File: config.mk
export PLATFORM = sky130hd
export DESIGN_NAME = battle_turn_ctrl
export DESIGN_NICKNAME = d
export VERILOG_FILES = /design/src/rtl/battle_pkg.sv /design/src/rtl/battle_turn_ctrl_turn_timer.sv /design/src/rtl/battle_turn_ctrl.sv
export SDC_FILE = /design/constraint.sdc
export NUM_CORES = 1
export LEC_CHECK = 0
export ABC_AREA = 0
export CAP_MARGIN = 15
export CORE_ASPECT_RATIO = 1.25
export CORE_MARGIN = 4
export CORE_UTILIZATION = 55
export CTS_BUF_LIST = sky130_fd_sc_hd__clkbuf_4 sky130_fd_sc_hd__clkbuf_8
export CTS_CLUSTER_SIZE = 8
export DETAILED_ROUTE_END_ITERATION = 10
export PLACE_DENSITY_LB_ADDON = 0.08
export SYNTH_ARGS = -nofsm -noshare
export SYNTH_HDL_FRONTEND = slang
export SYNTH_SLANG_ARGS = --single-unit
File: constraint.sdc
create_clock -name i_clk -period 2.92 [get_ports i_clk]
set_clock_uncertainty 0.05 [all_clocks]
set_input_delay 0.584 -clock i_clk [delete_from_list [all_inputs] [get_ports i_clk]]
set_output_delay 0.584 -clock i_clk [all_outputs]
set_load 0.01 [all_outputs]
File: src/rtl/battle_pkg.sv
// Shared types and defaults for the battleship turn sequencer.
package battle_pkg;

    localparam int GRID_DEF       = 5;
    localparam int NUM_BARCOS_DEF = 5;

    typedef logic [2:0] coord_t;

    typedef enum logic [3:0] {
        IDLE,
        P_TURN,
        P_SHOOT,
        P_SINK,
        P_CHECK,
        PC_TURN,
        PC_SHOOT,
        PC_SINK,
        PC_CHECK,
        GAME_OVER
    } state_t;

    // True when the low n bits of mask are all set (n up to 32).
    function automatic logic mask_all_ones(input logic [31:0] mask, input int n);
        logic [31:0] full;
        full = (32'h1 << n) - 32'h1;
        if (n >= 32) full = '1;
        return (mask & full) == full;
    endfunction

endpackage

File: src/rtl/battle_turn_ctrl_turn_timer.sv
// Player-turn countdown: counts while enabled, flags the last allowed cycle.
module turn_timer #(
    parameter int TIMEOUT_CYC = 750000000
) (
    input  logic i_clk,
    input  logic i_rst,
    input  logic i_clear,
    input  logic i_en,
    output logic o_term
);

    localparam int W = $clog2(TIMEOUT_CYC + 1);
    localparam logic [W-1:0] TERM = W'(TIMEOUT_CYC - 1);

    logic [W-1:0] r_count;

    always_ff @(posedge i_clk or negedge i_rst) begin
        if (!i_rst) begin
            r_count <= '0;
        end else if (i_clear) begin
            r_count <= '0;
        end else if (i_en) begin
            r_count <= (r_count == TERM) ? '0 : r_count + W'(1);
        end
    end

    assign o_term = i_en && (r_count == TERM);

endmodule

File: src/rtl/battle_turn_ctrl.sv
// Battleship turn sequencer: alternates player/PC shots and detects game over.
// Optional macro HIT_REPEAT_EN: a hit gives the same side another shot.
module battle_turn_ctrl
    import battle_pkg::*;
#(
    parameter int NUM_BARCOS  = NUM_BARCOS_DEF,
    parameter int GRID        = GRID_DEF,
    parameter int TIMEOUT_CYC = 750000000
) (
    input  logic                  i_clk,
    input  logic                  i_rst,
    input  logic                  i_start,
    input  logic                  i_player_fire,
    input  coord_t                i_player_row,
    input  coord_t                i_player_col,
    input  coord_t                i_pc_row,
    input  coord_t                i_pc_col,
    input  logic                  i_cell_shot,
`ifdef HIT_REPEAT_EN
    input  logic                  i_cell_hit,
`endif
    input  logic [NUM_BARCOS-1:0] i_sunk_pc,
    input  logic [NUM_BARCOS-1:0] i_sunk_player,
    output coord_t                o_shot_row,
    output coord_t                o_shot_col,
    output logic                  o_shot_target,
    output logic                  o_shot_valid,
    output logic                  o_sunk_en,
    output logic                  o_turn,
    output logic                  o_timeout,
    output logic                  o_game_over,
    output logic                  o_winner
);

    localparam logic [3:0] GRID_L = 4'(GRID);

    state_t r_state, w_next;
    coord_t r_shot_row, r_shot_col;
    logic   r_shot_target, r_turn, r_winner;
    logic   w_p_accept, w_pc_accept, w_term, w_auto;
    logic   w_pc_won, w_player_won, w_repeat;

    assign w_p_accept  = (r_state == P_TURN) && i_player_fire && !i_cell_shot &&
                         ({1'b0, i_player_row} < GRID_L) && ({1'b0, i_player_col} < GRID_L);
    assign w_pc_accept = (r_state == PC_TURN) && !i_cell_shot &&
                         ({1'b0, i_pc_row} < GRID_L) && ({1'b0, i_pc_col} < GRID_L);
    assign w_auto       = w_term && !w_p_accept;
    assign w_pc_won     = mask_all_ones(32'(i_sunk_pc), NUM_BARCOS);
    assign w_player_won = mask_all_ones(32'(i_sunk_player), NUM_BARCOS);

`ifdef HIT_REPEAT_EN
    logic r_hit;
    assign w_repeat = r_hit;
`else
    assign w_repeat = 1'b0;
`endif

    turn_timer #(.TIMEOUT_CYC(TIMEOUT_CYC)) u_timer (
        .i_clk   (i_clk),
        .i_rst   (i_rst),
        .i_clear (r_state != P_TURN),
        .i_en    (r_state == P_TURN),
        .o_term  (w_term)
    );

    always_ff @(posedge i_clk or negedge i_rst) begin
        if (!i_rst) r_state <= IDLE;
        else        r_state <= w_next;
    end

    always_comb begin
        w_next = r_state;
        case (r_state)
            IDLE:      if (i_start) w_next = P_TURN;
            P_TURN:    if (w_p_accept || w_auto) w_next = P_SHOOT;
            P_SHOOT:   w_next = P_SINK;
            P_SINK:    w_next = P_CHECK;
            P_CHECK:   w_next = w_pc_won ? GAME_OVER : (w_repeat ? P_TURN : PC_TURN);
            PC_TURN:   if (w_pc_accept) w_next = PC_SHOOT;
            PC_SHOOT:  w_next = PC_SINK;
            PC_SINK:   w_next = PC_CHECK;
            PC_CHECK:  w_next = w_player_won ? GAME_OVER : (w_repeat ? PC_TURN : P_TURN);
            GAME_OVER: w_next = GAME_OVER;
            default:   w_next = IDLE;
        endcase
    end

    // While a side is choosing, the bus shows the live candidate so the board can answer cell_shot.
    always_comb begin
        o_shot_row    = r_shot_row;
        o_shot_col    = r_shot_col;
        o_shot_target = r_shot_target;
        o_shot_valid  = (r_state == P_SHOOT) || (r_state == PC_SHOOT);
        o_sunk_en     = (r_state == P_SINK)  || (r_state == PC_SINK);
        o_timeout     = w_auto;
        o_game_over   = (r_state == GAME_OVER);
        o_turn        = r_turn;
        o_winner      = r_winner;
        if (r_state == P_TURN) begin
            o_shot_row    = i_player_row;
            o_shot_col    = i_player_col;
            o_shot_target = 1'b0;
        end else if (r_state == PC_TURN) begin
            o_shot_row    = i_pc_row;
            o_shot_col    = i_pc_col;
            o_shot_target = 1'b1;
        end
    end

    always_ff @(posedge i_clk or negedge i_rst) begin
        if (!i_rst) begin
            r_shot_row    <= '0;
            r_shot_col    <= '0;
            r_shot_target <= 1'b0;
            r_turn        <= 1'b0;
            r_winner      <= 1'b0;
`ifdef HIT_REPEAT_EN
            r_hit         <= 1'b0;
`endif
        end else begin
            if (w_p_accept) begin
                r_shot_row    <= i_player_row;
                r_shot_col    <= i_player_col;
                r_shot_target <= 1'b0;
`ifdef HIT_REPEAT_EN
                r_hit         <= i_cell_hit;
`endif
            end else if (w_auto) begin
                r_shot_row    <= i_pc_row;
                r_shot_col    <= i_pc_col;
                r_shot_target <= 1'b0;
`ifdef HIT_REPEAT_EN
                // cell_hit describes the player's coordinate, not the auto-shot's
                r_hit         <= 1'b0;
`endif
            end else if (w_pc_accept) begin
                r_shot_row    <= i_pc_row;
                r_shot_col    <= i_pc_col;
                r_shot_target <= 1'b1;
`ifdef HIT_REPEAT_EN
                r_hit         <= i_cell_hit;
`endif
            end
            if (r_state == P_CHECK) begin
                if (w_pc_won)       r_winner <= 1'b0;
                else if (!w_repeat) r_turn   <= 1'b1;
            end
            if (r_state == PC_CHECK) begin
                if (w_player_won)   r_winner <= 1'b1;
                else if (!w_repeat) r_turn   <= 1'b0;
            end
        end
    end

endmodule

Yosys cells after proc, flatten, opt, wreduce, memory -nomap -nowiden
Index checks and enable logic that the tools add are counted.
W data, S select, Z words.
{ "word_totals": {"regBits": 43, "inputBits": 27, "out_inout_bits": 13, "wordCells": 78} }
{ "classes": {"addsub": 1, "n_lt_le_gt_ge": 4, "n_eq_ne": 16, "mux": 32, "reduce_logical": 18} }
{ "op_table": {"columns": ["operator", "count"], "rows": [
  ["$mux W30", 3],
  ["$pmux W4 S10", 1],
  ["$add A30 B1 Y30 const B", 1],
  ["$eq A30 B30 Y1 const B", 1],
  ["$mux W3", 10],
  ["$mux W4", 5],
  ["$eq A4 B3 Y1 const B", 4],
  ["$mux W1", 13],
  ["$lt A3 B3 Y1 const B", 4],
  ["$eq A5 B5 Y1 const B", 2],
  ["$logic_and A1 B1 Y1", 9],
  ["$eq A4 B2 Y1 const B", 2],
  ["$eq A4 B4 Y1 const B", 2],
  ["$ne A2 B2 Y1 const B", 3],
  ["$eq A4 B1 Y1 const B", 1],
  ["$logic_not A4 Y1", 1],
  ["$ne A4 B1 Y1 const B", 1],
  ["$logic_or A1 B1 Y1", 3],
  ["$reduce_and A3 Y1", 1],
  ["$reduce_bool A3 Y1", 1],
  ["$logic_not A1 Y1", 2],
  ["$reduce_bool A2 Y1", 1]
]} }

Longest topological paths before layout
{ "depth": {"ltp_word": 10, "ltp_mapped": 7} }

Hierarchy
A second synthesis with hierarchy kept.
{ "hier_totals": {"cells_unflattened": 290, "hier_area_um2": 2563.7} }
{ "by_module_without_submodules": {"columns": ["module", "n_inst", "cells_each", "area_per_inst_um2", "seq_area_each_um2"], "rows": [
  ["turn_timer", 1, 173, 1626.6, 750.7],
  ["battle_turn_ctrl", 1, 117, 937.1, 325.3]
]} }

Least setup slack after synthesis
No wires, ideal clock.
{ "synth_path": {"kind": "register -> output", "startpoint": "reg r_state[3]", "endpoint": "out o_timeout", "arrival_ps": 1660, "t_required_ps": 2286, "path_slack_ps": 626, "path_stages_with_launch": 6, "path_buffers": 1, "path_cell_list": "dfrtp_1 -> clkbuf_1 -> nor4b_2 -> nand4_1 -> inv_1 -> nor2_1"} }
{ "synth_via": {"elab_chain_len": 7, "word_cells_on_any_way": 8, "classes_between": "eq/ne (1); reduce/logical (7)"} }
{ "synth_rtl": {"columns": ["item", "line_no", "rtl"], "rows": [
  ["start: declaration", "battle_turn_ctrl.sv:37", "state_t r_state, w_next;"],
  ["start signal: assignment", "battle_turn_ctrl.sv:68", "else r_state <= w_next;"],
  ["$eq A4 B1 Y1 *", "battle_turn_ctrl.sv:43, battle_turn_ctrl.sv:62", null],
  ["$logic_and A1 B1 Y1 (3 in a row)", "battle_turn_ctrl.sv:43", "assign w_p_accept = (r_state == P_TURN) && i_player_fire && !i_cell_shot &&"],
  ["$logic_and A1 B1 Y1", "battle_turn_ctrl.sv:44", "({1'b0, i_player_row} < GRID_L) && ({1'b0, i_player_col} < GRID_L);"],
  ["$logic_not A1 Y1", "battle_turn_ctrl.sv:47", "assign w_auto = w_term && !w_p_accept;"],
  ["$logic_and A1 B1 Y1 *", "battle_turn_ctrl.sv:47", null],
  ["end: declaration", "battle_turn_ctrl.sv:30", "output logic o_timeout,"]
]} }
Every way passes the cells marked *; elsewhere a longest branch is shown, timed or not.

Final worst setup path
{ "layout_path": {"startpoint": "reg r_state[3]", "endpoint": "out o_shot_col[1]"} }
{ "layout_via": {"elab_chain_len": 3, "word_cells_on_any_way": 4, "classes_between": "eq/ne (2); mux (2)"} }
{ "layout_rtl": {"columns": ["item", "line_no", "rtl"], "rows": [
  ["$eq A4 B3 Y1", "battle_turn_ctrl.sv:103", "end else if (r_state == PC_TURN) begin"],
  ["$mux W3", "battle_turn_ctrl.sv:103", null],
  ["$mux W3 *", "battle_turn_ctrl.sv:99", "if (r_state == P_TURN) begin"],
  ["end: declaration", "battle_turn_ctrl.sv:25", "output coord_t o_shot_col,"]
]} }
Marks and branches as above.

==> flow_summary.ini <==
[outcome]
status = completed

[sta]
tns_ns = 0
max_clock_freq_mhz = 357
drv_slew = 0
setup_viol = 0
fin_crit_sh_pct = 95.9
period_minus_slack_ns = 2.80
hold_viol_final = 0
maxSlewHeadroom_pct = 38.8
worst_slew_pin_slew_ns = 0.918
rsz0062_at_grt = no
whs_ns = 0.365

[clock_network]
htreeDepth = 2
cts_buffer_depth = 2
cts_sinks = 43
ctsHoldBuffers = 0
clk_pin_slew_ns = 0.08
cts_tree = yes
numCtsBuffers = 5
clk-insertion-delay-late_ns = 0.30
cts-root-buf = clkbuf_8

[die]
fp.dieArea_sq_um = 5500
io_pins = 40
fp.dieW_microns = 67.1
fp-row-count = 26
start_util_pct = 57.8
die_h_microns = 81.9
core_area_sq_um = 4160

[route]
vias_per_cell = 5.54
drtAntennaViolNets = 0
wl_per_cell_microns = 14.0
drc = 0
wl_microns = 5130
vias = 2026
drt_pre_antenna_iters = 4
drt_iter0_drc = 133

[run]
cap_violations = 0

[power]
total_power_uw = 2080
p_per_area_nw_per_um2 = 690
leakagePower_uw = 0.00121
vdd_drop_max_uv = 360

[placement]
io_buffers = 39
dp.cells = 357
place_hpwl_microns = 3770
gp_congestion = 0.801

[global_routing]
grt-ovfl-total = 0
grt_util_all_layers_pct = 20.2
grt_max_degree = 44
grt_pass1_vias = 1961
grt_pass1_wl_microns = 8470
antenna_found_initial = 0

[logic_synthesis]
syn_avg_cell_area_sq_um = 9.21
syn-num-nets = 289
synth_area_leader_cell = dfrtp_1
synth_top_area_share_pct = 44.7
seq_area_frac_synth_pct = 44.7
synth_cell_types = 39
synth_area_sq_um = 2400
ys_warn_count = 0
synth_cells = 261
ys_seq_elements = 43
synthTopCellsByArea = dfrtp_1 (45%), nor2_1 (5.8%), mux2_2 (5.6%), xor2_1 (5.1%), xnor2_1 (4.4%)

[finish]
final_cell_mix = dfrtp_1 (43), nor2_1 (37), clkdlybuf4s50_1 (35)
nNetsFinal = 337
diodes = 0
fillers = 338
drive_gt1_share_pct = 12.6
finalNonFillerCells = 366
utilization_pct = 72.6
syn_to_final_growth_pct = 25.7
layout_commonest_cell = dfrtp_1

[critical_path]
cp-start-kind = flop
cp.arrival_ns = 2.17
reg2reg_from = u_timer.r_count[2]$_DFF_PN0_
path_class = flop to output port
required_ns = 2.29
crit_fanout = 9
cp-end-kind = output port
startpoint = r_state[3]$_DFFE_PN0P_

[worst_hold_path]
hp-class = input port to asynchronous set/reset pin
-- through the flow --
step                      area [sq um]  setup WS (ns)
after floorplan                   2400          0.626
after global placement            2920          0.243
after detailed placement          2920          0.222
after CTS                         3010         0.0943
after global routing              3020         0.0263
final                             3020          0.120
-- layout make-up --
type | instances | area (sq um) | share of cell area, %
Timing Repair Buffer | 53 | 494 | 16.4
Tap cell | 56 | 70.1 | 2.32
Clock buffer | 6 | 76.3 | 2.53
Inverter | 5 | 18.8 | 0.621
Sequential cell | 43 | 1080 | 35.6
Clock inverter | 2 | 12.5 | 0.414
Multi-Input combinational cell | 201 | 1270 | 42.2
-- routing by layer --
layer,global-route usage (%),share of wire (%),up-vias
li1,-,-,1018
met5,0,0,-
met4,10.1,1.9,0
met3,4.24,4.9,10
met1,22.9,42,957
met2,35.5,51,41
-- path summary, 6_finish.rpt --
check / endpoint / slack, ns / cells after the start
setup / recovery: o_shot_col[1] / 0.12 / 6
hold / removal: u_timer.r_count[17]$_DFF_PN0_ / 0.36 / 1
setup reg to reg: u_timer.r_count[23]$_DFF_PN0_ / 0.59 / 5
hold reg to reg: u_timer.r_count[0]$_DFF_PN0_ / 0.44 / 1
max in group asynchronous: r_shot_row[2]$_DFFE_PN0P_ / 1.88 / 1
min in group i_clk: u_timer.r_count[0]$_DFF_PN0_ / 0.44 / 1
-- synth_stat cells --
master	n
nor2b_1	2
nand2b_1	2
or4b_1	1
nor4_1	5
or4_1	2
nor3_1	9
o22ai_1	1
a21oi_1	5
ha_1	1
or3_1	5
o41ai_1	1
nand3_1	18
dfrtp_1	43
clkbuf_1	9
o21ai_0	17
o32a_1	1
o31ai_1	1
xor2_1	14
nand3_2	1
nor2_1	37
a211oi_1	1
and4_1	2
and4b_1	2
nor4b_1	2
mux2i_1	6
inv_1	5
and2_1	1
nor4bb_1	1
o211a_1	1
nand2_1	21
xnor2_1	12
nand4_1	5
o21a_1	1
buf_2	3
a31oi_1	1
nor4b_2	1
and3_1	7
nor3b_1	2
mux2_2	12
-- registers in the layout, indices dropped and copies added (netlist names) --
name             cells
o_turn               1
o_winner             1
r_shot_col           3
r_shot_row           3
r_shot_target        1
r_state              4
u_timer.r_count     30
-- cells by family after synthesis --
| group | synth area share (%) |
|---|---|
| AO/OA/AOI/OAI | 7.23 |
| XOR/XNOR | 9.47 |
| adder cells (fa/ha/maj) | 0.520 |
| buffers and inverters | 2.81 |
| flip-flops | 44.7 |
| multiplexers | 8.12 |
| AND/OR/NAND/NOR | 27.1 |
-- critical path, stage by stage, from the launching register on --
cell             delay [ns]
dfrtp_1                0.40
buf_4                  0.17
nor4bb_2               0.27
buf_4                  0.23
mux2i_1                0.08
o21ai_0                0.15
clkdlybuf4s50_1        0.57
-- report_power, final --
group          leakage [uW]  switching, uW  internal (uW)  total, uW
clock network     0.0000446            194            176        370
logic              0.000592            460            499        959
registers          0.000572           65.4            691        756
-- what timing repair did --
item                                    in CTS  in global routing
endpoints found under the setup margin       1                  2
gates cloned                                 0                  0
resized for setup                            2                  2
pin swaps                                    1                  0
buffers inserted                             0                  1
(Power assumes the default switching activity.)
